## config.mk

```make
export PLATFORM = sky130hd
export DESIGN_NAME = rr_one_finder_flat
export DESIGN_NICKNAME = d
export VERILOG_FILES = /design/src/rtl/rr_one_finder_pkg.sv /design/src/rtl/rr_one_finder_if.sv /design/src/rtl/rr_one_finder_trailing_one_find.sv /design/src/rtl/rr_one_finder.sv /design/src/flat_wrapper.sv
export SDC_FILE = /design/constraint.sdc
export NUM_CORES = 1
export LEC_CHECK = 0
export ABC_AREA = 1
export BUFFER_PORTS_ARGS = -buffer_cell sky130_fd_sc_hd__buf_2
export CAP_MARGIN = 40
export CORE_MARGIN = 4
export CORE_UTILIZATION = 48
export DETAILED_ROUTE_END_ITERATION = 8
export PLACE_DENSITY = 0.73
export SLEW_MARGIN = 40
export SYNTH_ARGS = -nofsm -noshare
export SYNTH_HDL_FRONTEND = slang
export SYNTH_HIERARCHICAL = 1
export SYNTH_SLANG_ARGS = --single-unit
```

## constraint.sdc

```tcl
create_clock -name i_clk -period 3.22 [get_ports i_clk]
set_input_delay 0.644 -clock i_clk [delete_from_list [all_inputs] [get_ports i_clk]]
set_output_delay 0.644 -clock i_clk [all_outputs]
set_load 0.01 [all_outputs]
```

## src/rtl/rr_one_finder_pkg.sv

```systemverilog
// Shared types and helpers for the trailing-one / round-robin finder.
// onehot_of returns a wide vector; callers size-cast it to their own width.
package one_find_pkg;

  typedef enum logic {PRIO_FIXED, PRIO_RR} prio_mode_e;

  localparam int ONE_FIND_MAX_LEN = 1024;

  function automatic logic [ONE_FIND_MAX_LEN-1:0] onehot_of(input int unsigned idx);
    return ONE_FIND_MAX_LEN'(1) << idx;
  endfunction

endpackage

```

## src/rtl/rr_one_finder_if.sv

```systemverilog
// Request and result handshakes of rr_one_finder.
// master = requester/consumer side, slave = the finder.
interface rr_one_finder_if #(
  parameter int VEC_LEN = 8,
  parameter int IDX_W   = $clog2(VEC_LEN)
) ();
  logic [VEC_LEN-1:0] i_req_vec;
  logic               i_req_valid;
  logic               o_req_ready;
  logic               i_ptr_clr;
  logic               o_valid;
  logic               i_ready;
  logic [IDX_W-1:0]   o_idx;
  logic [VEC_LEN-1:0] o_onehot;
  logic               o_all_zero;

  modport master (
    output i_req_vec, i_req_valid, i_ptr_clr, i_ready,
    input  o_req_ready, o_valid, o_idx, o_onehot, o_all_zero
  );

  modport slave (
    input  i_req_vec, i_req_valid, i_ptr_clr, i_ready,
    output o_req_ready, o_valid, o_idx, o_onehot, o_all_zero
  );
endinterface

```

## src/rtl/rr_one_finder_trailing_one_find.sv

```systemverilog
// Combinational trailing-one finder: log-depth 2:1 tree over the zero-padded vector.
// idx_o is meaningful only when all_zero_o is low.
module trailing_one_find #(
  parameter int VEC_LEN = 8,
  parameter int IDX_W   = $clog2(VEC_LEN)
) (
  input  logic [VEC_LEN-1:0] vec_i,
  output logic [IDX_W-1:0]   idx_o,
  output logic               all_zero_o
);
  localparam int LOGP = $clog2(VEC_LEN);
  localparam int P    = 1 << LOGP;

  logic [P-1:0]    v;
  logic [LOGP-1:0] ix [P];

  // Reduce in place: node n of a level is built from nodes 2n/2n+1 of the level below.
  always_comb begin
    v = P'(vec_i);
    for (int i = 0; i < P; i++) ix[i] = '0;
    for (int l = 0; l < LOGP; l++) begin
      for (int n = 0; n < (P >> (l + 1)); n++) begin
        ix[n] = v[2*n] ? ix[2*n] : (ix[2*n+1] | (LOGP'(1) << l));
        v[n]  = v[2*n] | v[2*n+1];
      end
    end
  end

  assign idx_o      = ix[0];
  assign all_zero_o = ~v[0];
endmodule

```

## src/rtl/rr_one_finder.sv

```systemverilog
// Registered trailing-one finder with optional round-robin start pointer; result one cycle after accept.
// Request side stalls only while a result is held and the consumer is not ready.
module rr_one_finder
  import one_find_pkg::*;
#(
  parameter int         VEC_LEN = 8,
  parameter prio_mode_e MODE    = PRIO_RR,
  parameter int         IDX_W   = $clog2(VEC_LEN)
) (
  input  logic           i_clk,
  input  logic           i_rst,
  rr_one_finder_if.slave bus
);
  logic               accept;
  logic               valid_q, valid_d;
  logic [IDX_W-1:0]   idx_q, idx_d;
  logic [VEC_LEN-1:0] onehot_q, onehot_d;
  logic               all_zero_q, all_zero_d;
  logic [IDX_W-1:0]   ptr_q, ptr_d;
  logic [IDX_W-1:0]   all_idx, msk_idx, sel_idx;
  logic               all_zero, msk_zero;

  assign bus.o_req_ready = ~valid_q | bus.i_ready;
  assign accept          = bus.i_req_valid & bus.o_req_ready;

  trailing_one_find #(.VEC_LEN(VEC_LEN)) u_find_all (
    .vec_i      (bus.i_req_vec),
    .idx_o      (all_idx),
    .all_zero_o (all_zero)
  );

  generate
    if (MODE == PRIO_RR) begin : g_rr
      logic [VEC_LEN-1:0] masked;
      assign masked = bus.i_req_vec & ({VEC_LEN{1'b1}} << ptr_q);
      trailing_one_find #(.VEC_LEN(VEC_LEN)) u_find_msk (
        .vec_i      (masked),
        .idx_o      (msk_idx),
        .all_zero_o (msk_zero)
      );
    end else begin : g_fixed
      assign msk_idx  = '0;
      assign msk_zero = 1'b1;
    end
  endgenerate

  // Fall back to the unmasked search when nothing is set at or above ptr.
  always_comb begin
    sel_idx = msk_zero ? all_idx : msk_idx;
    if (all_zero) sel_idx = '0;
  end

  always_comb begin
    valid_d    = valid_q;
    idx_d      = idx_q;
    onehot_d   = onehot_q;
    all_zero_d = all_zero_q;
    ptr_d      = ptr_q;
    if (accept) begin
      valid_d    = 1'b1;
      idx_d      = sel_idx;
      onehot_d   = all_zero ? '0 : VEC_LEN'(onehot_of(32'(sel_idx)));
      all_zero_d = all_zero;
    end else if (bus.i_ready) begin
      valid_d = 1'b0;
    end
    if (bus.i_ptr_clr) begin
      ptr_d = '0;
    end else if (MODE == PRIO_RR && accept && !all_zero) begin
      ptr_d = (sel_idx == IDX_W'(VEC_LEN - 1)) ? '0 : sel_idx + IDX_W'(1);
    end
  end

  always_ff @(posedge i_clk or posedge i_rst) begin
    if (i_rst) begin
      valid_q    <= 1'b0;
      idx_q      <= '0;
      onehot_q   <= '0;
      all_zero_q <= 1'b1;
      ptr_q      <= '0;
    end else begin
      valid_q    <= valid_d;
      idx_q      <= idx_d;
      onehot_q   <= onehot_d;
      all_zero_q <= all_zero_d;
      ptr_q      <= ptr_d;
    end
  end

  assign bus.o_valid    = valid_q;
  assign bus.o_idx      = idx_q;
  assign bus.o_onehot   = onehot_q;
  assign bus.o_all_zero = all_zero_q;
endmodule

```

## src/flat_wrapper.sv

```systemverilog
// flat-port wrapper written by rule: the top's interface ports become plain ports
module rr_one_finder_flat import one_find_pkg::*;
#(
  parameter int         VEC_LEN = 8,
  parameter prio_mode_e MODE    = PRIO_RR,
  parameter int         IDX_W   = $clog2(VEC_LEN)
)
  (i_clk, i_rst, bus_i_req_vec, bus_i_req_valid, bus_i_ptr_clr, bus_i_ready, bus_o_req_ready, bus_o_valid, bus_o_idx, bus_o_onehot, bus_o_all_zero);
  rr_one_finder_if #(.VEC_LEN(VEC_LEN), .IDX_W(IDX_W)) bus_i ();
  input  logic i_clk;
  input  logic i_rst;
  input wire logic [$bits(bus_i.i_req_vec)-1:0] bus_i_req_vec;
  input wire logic [$bits(bus_i.i_req_valid)-1:0] bus_i_req_valid;
  input wire logic [$bits(bus_i.i_ptr_clr)-1:0] bus_i_ptr_clr;
  input wire logic [$bits(bus_i.i_ready)-1:0] bus_i_ready;
  output wire logic [$bits(bus_i.o_req_ready)-1:0] bus_o_req_ready;
  output wire logic [$bits(bus_i.o_valid)-1:0] bus_o_valid;
  output wire logic [$bits(bus_i.o_idx)-1:0] bus_o_idx;
  output wire logic [$bits(bus_i.o_onehot)-1:0] bus_o_onehot;
  output wire logic [$bits(bus_i.o_all_zero)-1:0] bus_o_all_zero;
  assign bus_i.i_req_vec = bus_i_req_vec;
  assign bus_i.i_req_valid = bus_i_req_valid;
  assign bus_i.i_ptr_clr = bus_i_ptr_clr;
  assign bus_i.i_ready = bus_i_ready;
  assign bus_o_req_ready = bus_i.o_req_ready;
  assign bus_o_valid = bus_i.o_valid;
  assign bus_o_idx = bus_i.o_idx;
  assign bus_o_onehot = bus_i.o_onehot;
  assign bus_o_all_zero = bus_i.o_all_zero;
  rr_one_finder #(.VEC_LEN(VEC_LEN), .MODE(MODE), .IDX_W(IDX_W)) u_core (.i_clk(i_clk), .i_rst(i_rst), .bus(bus_i));
endmodule
```

==> results.md, run 1 <==
* Switching Power at ~210 uW
* Layout cells sized above 1 at 0.335
* Iteration-0 DRC Markers at 26
* GP Congestion at 0.781
* Setup TNS at 0 ns
* Finish-stage setup viols at 0
* Ant. Diodes at 0
* Critical-path top delay cell: dfrtp_1
* Die height at between 50 and 60 um
* Min-delay worst type: in -> async
* Post-cts sizing count at 0
* Initial DRT Pass Iterations at 4
* Vias in the first global route at 951
* Clk root buf: clkbuf_4
* Logic pwr share at 0.358
* Global route total overflow at 0
* Num CTS Buffers at 3
* Setup Buffers After CTS at 0
* Detail Route Antenna Nets at 0
* Sequential Power Share at 0.426
* Nets at 196
* Gate Count Post-Synth at around 150
* CTS H-tree lvls at 1
* Synth warn at 6
* Sequential cell area fraction in the yosys report at 0.364
* Clk buf depth at 2
* Gr usage total at 0.157
* Slew @ Worst Pin at 0.602 ns
* Netlist cell types at 22
* Slowest cell delay on critical path at 0.45 ns
* Drt drc at 0
* DIE WIDTH at between 50 and 60 um
* Static leakage at 0.747 nW
* Sw Share at 0.358
* Row count at 17
* Drt total wl at approximately 2.3 mm
* Fmax at approximately 0.39 GHz
* CTS tree: done
* Clk sinks at 16
* DIE AREA at 3130 um2
* Hold Fails Final Rpt at 0
* Cell Pwr Density at about 460 nW/um2
* Max_slew headroom at 0.598
* CP dominant cell by count: nor2_1
* Final Critical Period at between 2 and 3 ns
* Clk Latency, worst-skew pair at between 0.2 and 0.3 ns
* Clock share of power at 0.216
* Clk pin slew, worst setup/hold paths at 0.09 ns
* R2r worst-path depth at 14
* Peak VDD IR at between 0.2 and 0.25 mV
* Mean Syn Cell Area at 7.46 um2
* Pin count of the biggest net entering global routing at 18
* FF-to-FF End: u_core/ptr_q[1]$_DFFE_PP0P_
* Skew final at 0.00187 ns
* Int Power at 382 uW
* Worst path required time at 3.43 ns
* Area growth, synth to finish at 17.2%
* Worst reg-to-reg setup slack at 0.64 ns
* Initial Util at 0.504
* CTS Hold Buffers Added at 0
* Tcrit/Tclk final at 0.800
* Flops & latches, synth at 16
* Core box area at 2190 um2
* Wire per inst at 11.0 um
* PortBufs at 26
* Delay-heaviest family, CP: simple AND/OR/NAND/NOR gates
* Max Slew Vio Count at 0
* Via count at 993
* Startpoint Class: flop
* CP Class: reg -> reg
* First-pass GRT wire length at 3.95 mm
* Outcome: completed
* RSZ-0062 raised after global routing: no
* Crit-path max FO at 6
* Net count after synthesis at 167
* Critical path endpoint category: flop
* Cell chain of the critical path: or2_1 > a21boi_0 > nor2_1 > nand2_1 > nor3_2 > inv_2 > or2_0 > nand2_1 > inv_1 > ha_1 > ha_1 > nor3b_1 > nor2_1 > nor2_1
* Buf/Inv on CP at 2
* Post-detail-place hpwl at 1.81 mm
* Pre-CTS setup slack at 0.492 ns
* Via density at around 4.9
* Mapped Area at 1100 um2
* Critical R2R Launch: u_core/ptr_q[1]$_DFFE_PP0P_
* Final worst slack at 0.644 ns
* Initial antenna violation count at 0
* Top-Level Pins at 27
* Max-cap violation count at 0
* Crit path DAT at 2.79 ns
## sequential cells by signal, indices dropped and copies added (netlist names)
| signal | count |
|---|---|
| u_core/bus.o_all_zero | 1 |
| u_core/bus.o_valid | 1 |
| u_core/bus.o_onehot | 8 |
| u_core/ptr_q | 3 |
| u_core/bus.o_idx | 3 |
## final cells by class
cell class | instances | area [um2]
inverter | 25 | 93.8
clock buffer | 4 | 36.3
timing repair buffer | 26 | 130
sequential | 16 | 402
fill | 210 | 897
multi-input combinational | 105 | 597
tap | 28 | 35.0
## metrics by stage
stage	cells	util	hold WS (ns)	instance area [um2]	power, mW
after detailed placement	200	0.574	0.461	1260	0.470
after global placement	200	0.574	0.458	1260	0.464
after global routing	204	0.591	0.484	1290	0.644
final	204	0.591	0.419	1290	0.595
after CTS	204	0.591	0.433	1290	0.603
after floorplan	148	-	0.477	1100	0.403
## logic make-up after synthesis
logic type                 synth area share
and+or+nand+nor                       0.407
buffers and inverters                0.0952
DFF                                   0.364
AOI/OAI and AO/OA                    0.0658
adders and majority gates            0.0680
## metal layers
layer  vias up  wire, um  track usage
met5         -         0            0
met4         0        22       0.0610
met3         2       128       0.0186
met2        28      1090        0.274
met1       450      1010        0.197
li1        513         -            -
## cells in the mapped netlist, drive strengths merged
master | number | area, um2
nor2 | 18 | 90.1
nand2 | 49 | 239
inv | 24 | 90.1
buf | 1 | 7.51
or2 | 2 | 12.5
o21ai | 8 | 40.0
nor3b | 3 | 22.5
clkbuf | 1 | 3.75
clkinv | 1 | 3.75
a21boi | 2 | 15.0
nor3 | 2 | 20.0
a21oi | 2 | 17.5
ha | 6 | 75.1
dfstp | 1 | 26.3
dfrtp | 15 | 375
nand3 | 13 | 65.1
## power by group through the flow
stage	sequential [mW]	combinational [mW]	clock, mW
floorplan	0.267	0.136	0
global placement	0.256	0.207	0
detailed placement	0.258	0.213	0
CTS	0.254	0.214	0.135
global route	0.260	0.242	0.142
finish	0.254	0.213	0.128
## layout by cell type, fill, tap and decap left out
cell type   n
or2_0       1
o21ai_0     3
a21oi_2     2
dfrtp_1    15
buf_2      26
nand2_2     4
nand3_1    13
nor2_4      3
nor2_1     15
nand2_4     6
inv_2      11
a21boi_0    2
nor3b_1     3
nand2_1    39
inv_1      13
dfstp_2     1
clkbuf_8    1
o21ai_1     5
ha_1        6
nor3_2      2
or2_1       1
clkinv_1    1
clkbuf_4    3
## how the worst max path moves through the flow
stage / startpoint / end / slack, ns / cells past startpoint
2_1_floorplan: bus_i_req_vec[5] / u_core/ptr_q[1]$_DFFE_PP0P_ / 0.80 / 13
3_3_place_gp: bus_i_req_vec[4] / u_core/ptr_q[1]$_DFFE_PP0P_ / 0.60 / 14
4_1_cts: u_core/ptr_q[1]$_DFFE_PP0P_ / u_core/ptr_q[1]$_DFFE_PP0P_ / 0.67 / 14
6_report: u_core/ptr_q[1]$_DFFE_PP0P_ / u_core/ptr_q[1]$_DFFE_PP0P_ / 0.64 / 14
3_5_place_dp: bus_i_req_vec[4] / u_core/ptr_q[1]$_DFFE_PP0P_ / 0.49 / 14
5_1_grt: u_core/ptr_q[1]$_DFFE_PP0P_ / u_core/ptr_q[1]$_DFFE_PP0P_ / 0.44 / 14
Power figures use the tool's default switching activity.
==> run 2: changes to the inputs <==
==> constraint.sdc (replaced) <==
create_clock -name i_clk -period 2.43 [get_ports i_clk]
set_input_delay 0.486 -clock i_clk [delete_from_list [all_inputs] [get_ports i_clk]]
set_output_delay 0.486 -clock i_clk [all_outputs]
set_load 0.01 [all_outputs]
==> results.md, run 2 (synthesis results as in run 1) <==
* Outcome: completed (unchanged)
* Worst path required time at 2.65 ns (was 3.43 ns)
* Cell Pwr Density at 595 nW/um2 (was 460 nW/um2)
* Finish-stage setup viols at 0 (unchanged)
* Post-detail-place hpwl at 1.83 mm (was 1.81 mm)
* Crit-path max FO at 4 (was 6)
* Cell Area, Placed at 1320 um2 (was 1260 um2)
* Detail Route Antenna Nets at 0 (unchanged)
* DIE WIDTH at 56.0 um (unchanged)
* Final Power at 833 uW (was 595 uW)
* Most frequent cells in the layout: 39 x nand2_1, 26 x buf_2, 15 x nor2_1 (was 39 x nand2_1, 26 x buf_2, 15 x nor2_1, 15 x dfrtp_1)
* Clk root buf: clkbuf_4 (unchanged)
* Via count at 1009 (was 993)
* Wire per inst at 10.5 um (was 11.0 um)
* Clk sinks at 16 (unchanged)
* Max-cap violation count at 0 (unchanged)
* Placed cell count at 208 (was 200)
* CTS Hold Buffers Added at 0 (unchanged)
* Pin count of the biggest net entering global routing at 18 (unchanged)
* Critical path endpoint category: flop (unchanged)
* Initial Util at 0.504 (unchanged)
* Gr usage total at 0.161 (was 0.157)
* Fmax at 0.437 GHz (was 0.388 GHz)
* CTS tree: done (unchanged)
* CP Class: reg -> reg (unchanged)
* CTS H-tree lvls at 1 (unchanged)
* PortBufs at 26 (unchanged)
* Die height at 56.0 um (unchanged)
* Core box area at 2190 um2 (unchanged)
* Max reg flops at 8 (unchanged)
* Drt total wl at 2.25 mm (unchanged)
* Area growth, synth to finish at 26.8% (was 17.2%)
* Iteration-0 DRC Markers at 22 (was 26)
* Static leakage at 0.801 nW (was 0.747 nW)
* Slowest cell delay on critical path at 0.43 ns (was 0.45 ns)
* Delay-heaviest family, CP: simple AND/OR/NAND/NOR gates (unchanged)
* Pre-CTS setup slack at -0.00228 ns (was 0.492 ns)
* Startpoint Class: flop (unchanged)
* Crit path DAT at 2.51 ns (was 2.79 ns)
* Layout cells sized above 1 at 0.414 (was 0.335)
* Max Slew Vio Count at 0 (unchanged)
* GP Congestion at 0.811 (was 0.781)
* Setup TNS at 0 ns (unchanged)
* Final non-filler cell total at 214 (was 204)
* Clk Latency, worst-skew pair at 0.29 ns (was 0.28 ns)
* Via density at 4.71 (was 4.87)
* Final worst slack at 0.143 ns (was 0.644 ns)
* First-pass GRT wire length at 3.93 mm (was 3.95 mm)
* Commonest non-fill, non-tap cell in the layout: nand2_1 (unchanged)
* Filler Cell Count at 199 (was 210)
* Row count at 17 (unchanged)
* Nets at 206 (was 196)
* Slew @ Worst Pin at 0.592 ns (was 0.602 ns)
* DIE AREA at 3130 um2 (unchanged)
* Buf/Inv on CP at 4 (was 2)
* Tcrit/Tclk final at 0.941 (was 0.800)
* Skew final at 0.00453 ns (was 0.00187 ns)
* Ant. Diodes at 0 (unchanged)
* Initial antenna violation count at 0 (unchanged)
* Top-Level Pins at 27 (unchanged)
* Drt drc at 0 (unchanged)
* Peak VDD IR at 0.310 mV (was 0.242 mV)
* Max_slew headroom at 0.605 (was 0.598)
* Clk pin slew, worst setup/hold paths at 0.09 ns (about the same)
* Hold Worst Slack at 0.248 ns (was 0.419 ns)
* Critical-path top delay cell: dfrtp_1 (unchanged)
* Num CTS Buffers at 3 (unchanged)
* Final Critical Period at 2.29 ns (was 2.58 ns)
* Fin util at 0.638 (was 0.591)
* Global route total overflow at 0 (unchanged)
* Hold Fails Final Rpt at 0 (unchanged)
* Fin area at 1400 um2 (was 1290 um2)
* Min-delay worst type: in -> async (unchanged)
* Vias in the first global route at 967 (was 951)
* Initial DRT Pass Iterations at 5 (was 4)
* Clk buf depth at 2 (unchanged)
* Cell chain of the critical path: or2_4 > nor3b_2 > inv_2 > nand2_4 > buf_4 > nor2_4 > nand2_2 > nand2_2 > inv_1 > nand2_1 > nand3_1 > inv_1 > ha_2 > ha_2 > nor3b_2 > nor2_1 > nor2_1 (was or2_1 > a21boi_0 > nor2_1 > nand2_1 > nor3_2 > inv_2 > or2_0 > nand2_1 > inv_1 > ha_1 > ha_1 > nor3b_1 > nor2_1 > nor2_1)
run 2: changes by cell type in the layout (fill, tap and decap cells not counted), moves of 2 or more:
cell     delta
buf_4      +10
dfrtp_1     -2
dfrtp_2     +2
ha_1        -2
ha_2        +2
nor3b_1     -2
nor3b_2     +2
run 2: what timing repair did:
action                                  4_1_cts  5_1_grt
endpoints found under the setup margin        1        3
setup buffers                                 0        2
gates resized for setup                       1        9
gates cloned                                  0        0
pin swaps                                     0        2
run 2: power by group:
group          switching [mW]  total, mW  internal [mW]
registers              0.0279      0.337          0.309
clock network          0.0830      0.174         0.0913
logic                   0.183      0.322          0.139
run 2: worst paths after layout:
kind,from,end,slack (ns),cells past startpoint
worst max-delay path,u_core/ptr_q[0]$_DFFE_PP0P_,u_core/ptr_q[1]$_DFFE_PP0P_,0.14,17
worst min-delay path,i_rst,u_core/bus.o_idx[2]$_DFFE_PP0P_,0.25,2
worst max register to register,u_core/ptr_q[0]$_DFFE_PP0P_,u_core/ptr_q[1]$_DFFE_PP0P_,0.14,17
worst min register to register,u_core/bus.o_all_zero$_DFFE_PP1P_,u_core/bus.o_all_zero$_DFFE_PP1P_,0.48,2
max in group asynchronous,i_rst,u_core/ptr_q[1]$_DFFE_PP0P_,1.77,2
min in group i_clk,bus_i_ready,u_core/bus.o_valid$_DFFE_PP0P_,0.46,4
run 2: cell type report:
type	instances	area (um2)	share of cell area
clock buffer	4	36.3	0.0259
inverter	25	93.8	0.0671
multi-input combinational	105	624	0.446
sequential	16	404	0.289
tap	28	35.0	0.0250
timing repair buffer	36	205	0.147
run 2: metal layers:
| metal | track usage | vias to the layer above | part of all wire |
|---|---|---|---|
| met5 | 0 | - | 0 |
| met4 | 0.102 | 0 | 0.034 |
| met3 | 0.0209 | 6 | 0.051 |
| met2 | 0.282 | 28 | 0.46 |
| met1 | 0.182 | 441 | 0.45 |
| li1 | - | 534 | - |
